<file path="src/rtl/load_wb_unit.sv">
// rtl/load_wb_unit.sv - load completion and register write-back unit
// Issues one word-aligned memory read per load, extracts and extends the addressed data, writes it back once.
module load_wb_unit (
  input  logic        clk,
  input  logic        rst,
  input  logic        ld_valid,
  output logic        ld_ready,
  input  logic [31:0] ld_addr,
  input  logic [2:0]  ld_funct3,
  input  logic [4:0]  ld_rd,
  output logic        ld_err,
  output logic [31:0] mem_addr,
  output logic        mem_read,
  input  logic        mem_req_ready,
  input  logic [31:0] mem_rdata,
  input  logic        mem_rdata_valid,
  output logic        mem_rdata_ready,
  output logic        rf_wen,
  output logic [4:0]  rf_waddr,
  output logic [31:0] rf_wdata
);

  typedef enum logic [1:0] {IDLE, REQ, WAIT, WB} state_e;

  state_e      state_q, state_d;
  logic [31:0] addr_q, addr_d;
  logic [2:0]  funct3_q, funct3_d;
  logic [4:0]  rd_q, rd_d;
  logic        err_q, err_d;
  logic [31:0] wdata_q, wdata_d;
  logic [4:0]  waddr_q, waddr_d;

  logic        bad_f3;
  logic        misalign;
  logic [7:0]  byte_v;
  logic [15:0] half_v;
  logic [31:0] ext_v;

  assign bad_f3   = (ld_funct3 == 3'b011) || (ld_funct3 == 3'b110) || (ld_funct3 == 3'b111);
  // funct3[1:0]==01 covers both LH and LHU
  assign misalign = ((ld_funct3[1:0] == 2'b01) && ld_addr[0]) ||
                    ((ld_funct3 == 3'b010) && (ld_addr[1:0] != 2'b00));

  always_comb begin
    byte_v = mem_rdata[7:0];
    case (addr_q[1:0])
      2'd0:    byte_v = mem_rdata[7:0];
      2'd1:    byte_v = mem_rdata[15:8];
      2'd2:    byte_v = mem_rdata[23:16];
      default: byte_v = mem_rdata[31:24];
    endcase
    half_v = addr_q[1] ? mem_rdata[31:16] : mem_rdata[15:0];
    case (funct3_q)
      3'b000:  ext_v = {{24{byte_v[7]}}, byte_v};
      3'b001:  ext_v = {{16{half_v[15]}}, half_v};
      3'b100:  ext_v = {24'h0, byte_v};
      3'b101:  ext_v = {16'h0, half_v};
      default: ext_v = mem_rdata;
    endcase
  end

  always_comb begin
    state_d  = state_q;
    addr_d   = addr_q;
    funct3_d = funct3_q;
    rd_d     = rd_q;
    err_d    = 1'b0;
    wdata_d  = wdata_q;
    waddr_d  = waddr_q;
    case (state_q)
      IDLE: begin
        if (ld_valid) begin
          addr_d   = ld_addr;
          funct3_d = ld_funct3;
          rd_d     = ld_rd;
          if (bad_f3 || misalign) begin
            err_d = 1'b1;
          end else begin
            state_d = REQ;
          end
        end
      end
      REQ: begin
        if (mem_req_ready) begin
          state_d = WAIT;
        end
      end
      WAIT: begin
        if (mem_rdata_valid) begin
          wdata_d = ext_v;
          waddr_d = rd_q;
          state_d = WB;
        end
      end
      default: begin
        state_d = IDLE;
      end
    endcase
  end

  always_ff @(posedge clk or negedge rst) begin
    if (!rst) begin
      state_q  <= IDLE;
      addr_q   <= 32'h0;
      funct3_q <= 3'h0;
      rd_q     <= 5'h0;
      err_q    <= 1'b0;
      wdata_q  <= 32'h0;
      waddr_q  <= 5'h0;
    end else begin
      state_q  <= state_d;
      addr_q   <= addr_d;
      funct3_q <= funct3_d;
      rd_q     <= rd_d;
      err_q    <= err_d;
      wdata_q  <= wdata_d;
      waddr_q  <= waddr_d;
    end
  end

  assign ld_ready        = (state_q == IDLE);
  assign ld_err          = err_q;
  assign mem_addr        = {addr_q[31:2], 2'b00};
  assign mem_read        = (state_q == REQ);
  assign mem_rdata_ready = (state_q == WAIT);
  assign rf_wen          = (state_q == WB) && (rd_q != 5'd0);
  assign rf_waddr        = waddr_q;
  assign rf_wdata        = wdata_q;

endmodule

</file>
<file path="config.mk">
export PLATFORM = sky130hd
export DESIGN_NAME = load_wb_unit
export DESIGN_NICKNAME = d
export VERILOG_FILES = /design/src/rtl/load_wb_unit.sv
export SDC_FILE = /design/constraint.sdc
export NUM_CORES = 1
export LEC_CHECK = 0
export CAP_MARGIN = 10
export CORE_UTILIZATION = 35
export CTS_BUF_LIST = sky130_fd_sc_hd__clkbuf_2 sky130_fd_sc_hd__clkbuf_4 sky130_fd_sc_hd__clkbuf_8
export DETAILED_ROUTE_END_ITERATION = 6
export MAX_ROUTING_LAYER = met4
export PLACE_DENSITY_LB_ADDON = 0.08
export SLEW_MARGIN = 20
export SYNTH_ARGS = -nofsm -noshare
export SYNTH_HDL_FRONTEND = slang
export SYNTH_SLANG_ARGS = --single-unit
</file>
<file path="constraint.sdc">
create_clock -name clk -period 2.6 [get_ports clk]
set_input_delay 0.39 -clock clk [delete_from_list [all_inputs] [get_ports clk]]
set_output_delay 0.39 -clock clk [all_outputs]
set_load 0.02 [all_outputs]
</file>
==> flow_metrics.py <==
metrics = {
    "run_status": {
        "outcome": "finished clean",
    },
    "timing": {
        "setup_tns_ns": 0,
        "finalHoldViolCount": 0,
        "setup_viol": 0,
        "slew_headroom": 0.612,
        "skew_ns": 0.0136,
        "min_period_ns": 2.39,
        "fin_crit_sh": 0.919,
        "rsz0062_at_grt": "false",
        "report.final.slew_viol_count": 0,
        "worst_slew_pin_slew_ns": 0.582,
        "fmax_ghz": 0.419,
    },
    "finish": {
        "final_layout_size_suffix_gt1_frac": 0.196,
        "fin_nets": 561,
        "final_cell_mix": "clkdlybuf4s50_1 (147), dfrtp_1 (80), mux2_2 (48), nand2_1 (42), nor2_1 (29)",
        "diodes": 0,
        "area_delta_synth_final_pct": 40.3,
        "final_common_cell": "clkdlybuf4s50_1",
        "fillers": 1024,
    },
    "clock_network": {
        "cts_tree": "yes",
        "root_buffer": "clkbuf_8",
        "ctsResizeCount": 0,
        "cts_made_buffers": 9,
        "htreeDepth": 3,
        "clk_latency_ns": 0.35,
        "clock_sinks": 80,
        "path_clk_slew_ns": 0.09,
        "cts_max_path_buffers": 2,
        "post_cts_buffers": 0,
        "hold_buffers": 0,
    },
    "floorplanning": {
        "io_pins": 151,
        "fp.dieW_um": 109,
        "start_util": 0.364,
        "dieArea_mm2": 0.0119,
        "die_h_um": 109,
        "core.rowCount": 38,
        "core_area_mm2": 0.0110,
    },
    "job": {
        "cap_violations": 0,
    },
    "drt": {
        "ant_nets": 0,
        "routedWlPerCell_um": 16.7,
        "remaining_drc_errors": 0,
        "via_count": 3086,
        "wl_um": 10400,
        "firstDrtPassIters": 4,
        "dr.first_iter.drc_count": 128,
        "via_per_inst": 4.94,
    },
    "synthesis": {
        "synth_flop_cell": "dfrtp_1",
        "synth_area_mm2": 0.00400,
        "synthArstFlopShare": 1.00,
        "yosys_warnings": 0,
        "postSynthAreaPerCell_um2": 11.0,
        "yosysSeqAreaShare": 0.500,
        "synth.distinct_cells": 38,
        "synth-edff-count": 0,
        "ys_ff_latch": 80,
        "netlist_instances": 364,
    },
    "placement": {
        "dp_hpwl_um": 7560,
        "io_buffers": 148,
        "place.gp.congestion": 0.813,
    },
    "worst_setup_path": {
        "crit_path_end_kind": "primary output",
        "cp-startpoint": "rd_q[1]",
        "setup.worst_path.start_class": "flip-flop",
        "critPathKind": "reg -> out",
        "required_ns": 2.21,
        "worstPathArrival_ns": 2.00,
        "cp_max_fo": 3,
        "reg2reg_from": "state_q[0]",
    },
    "power_and_ir_drop": {
        "seqPwrFrac": 0.320,
        "p_sw_mw": 2.76,
        "p_int_mw": 4.32,
        "total_power_mw": 7.08,
        "power_frac_clock": 0.146,
        "p_leak_nw": 2.31,
        "swShare": 0.389,
        "power_density_mw_per_mm2": 1260,
        "pwr-share-comb": 0.533,
        "vdd_drop_max_mv": 0.511,
    },
    "global_route": {
        "grt_pass1_vias": 3046,
        "antenna_found_initial": 0,
        "overflow": 0,
        "grt_pass1_wl_um": 16100,
        "grt_max_degree": 43,
        "grtUsageTotal": 0.185,
    },
    "worst_hold_path": {
        "holdCritPathClass": "in -> async",
    },
}
registers in the layout, indices dropped and copies added, names as in the netlist:
signal	flops
addr_q	32
rf_wdata	32
rd_q	5
rf_waddr	5
funct3_q	3
state_q	2
ld_err	1
worst paths after layout:
kind | to | slack (ns) | cells past startpoint
min reg2reg | rf_waddr[2] | 0.48 | 2
min in group clk | rf_waddr[2] | 0.48 | 2
min | rf_wdata[1] | 0.009 | 1
max | rf_wen | 0.21 | 3
max in group asynchronous | state_q[0] | 1.96 | 2
max reg2reg | rf_wdata[11] | 0.60 | 6
through the flow:
stage	util	area [µm²]	worst slack [ns]	cells	hold WS, ns
floorplan	-	4010	0.841	365	0.0944
global placement	0.491	5390	0.488	609	0.412
detailed placement	0.491	5390	0.438	609	0.409
CTS	0.511	5620	0.198	625	0.0252
global route	0.511	5620	0.139	625	0.0422
finish	0.511	5620	0.212	625	0.00906
synth_stat cells (2+ instances only):
library cell / count / area [µm²]
o221a_2: 7 / 78.8
buf_1: 4 / 15.0
o21a_1: 2 / 15.0
o21ai_1: 2 / 10.0
nor2_1: 29 / 109
o21ai_0: 18 / 90.1
inv_1: 4 / 15.0
buf_2: 7 / 35.0
clkbuf_1: 6 / 22.5
nand2_1: 43 / 161
nand2b_1: 2 / 12.5
buf_4: 32 / 240
a211oi_1: 6 / 45.0
and3b_1: 7 / 61.3
dfrtp_1: 80 / 2000
nand3b_1: 8 / 60.1
ha_1: 4 / 50.1
a21oi_1: 27 / 135
mux2_2: 48 / 541
a211oi_2: 10 / 125
power by group through the flow:
stage	clock network (mW)	registers [mW]	logic (mW)
3_3_place_gp	0	2.27	3.76
2_1_floorplan	0	2.53	2.27
3_5_place_dp	0	2.29	3.81
6_report	1.04	2.27	3.77
5_1_grt	1.12	2.34	4.07
4_1_cts	1.08	2.28	3.82
logic make-up after synthesis:
logic type | after synthesis | share of synthesized area
and+or+nand+nor | 96 | 0.112
AOI/OAI and AO/OA | 77 | 0.136
buffers and inverters | 56 | 0.0931
muxes | 50 | 0.145
other | 1 | 0.000937
DFF | 80 | 0.500
adders and majority gates | 4 | 0.0125
critical path, stage by stage (launching register included):
cell and delay [ns]:
dfrtp_1 0.40, or4_1 0.52, o21a_1 0.20, clkdlybuf4s50_1 0.53
per-layer routing:
layer | vias to the layer above | global-route usage | share of wire | wire (µm)
met5 | - | - | 0 | 0
met4 | 0 | 0.0579 | 0.0069 | 72
met3 | 7 | 0.0383 | 0.081 | 846
met2 | 112 | 0.270 | 0.46 | 4810
met1 | 1499 | 0.257 | 0.45 | 4680
li1 | 1468 | - | - | -
cell type report:
| type | instances | area (µm²) | share of cell area |
|---|---|---|---|
| Clock buffer | 10 | 131 | 0.0234 |
| Inverter | 4 | 15.0 | 0.00267 |
| Sequential cell | 80 | 2000 | 0.357 |
| Multi-Input combinational cell | 229 | 1640 | 0.291 |
| Tap cell | 140 | 175 | 0.0312 |
| Timing Repair Buffer | 156 | 1560 | 0.279 |
| Clock inverter | 6 | 92.6 | 0.0165 |
Power figures use the tool's default switching activity.
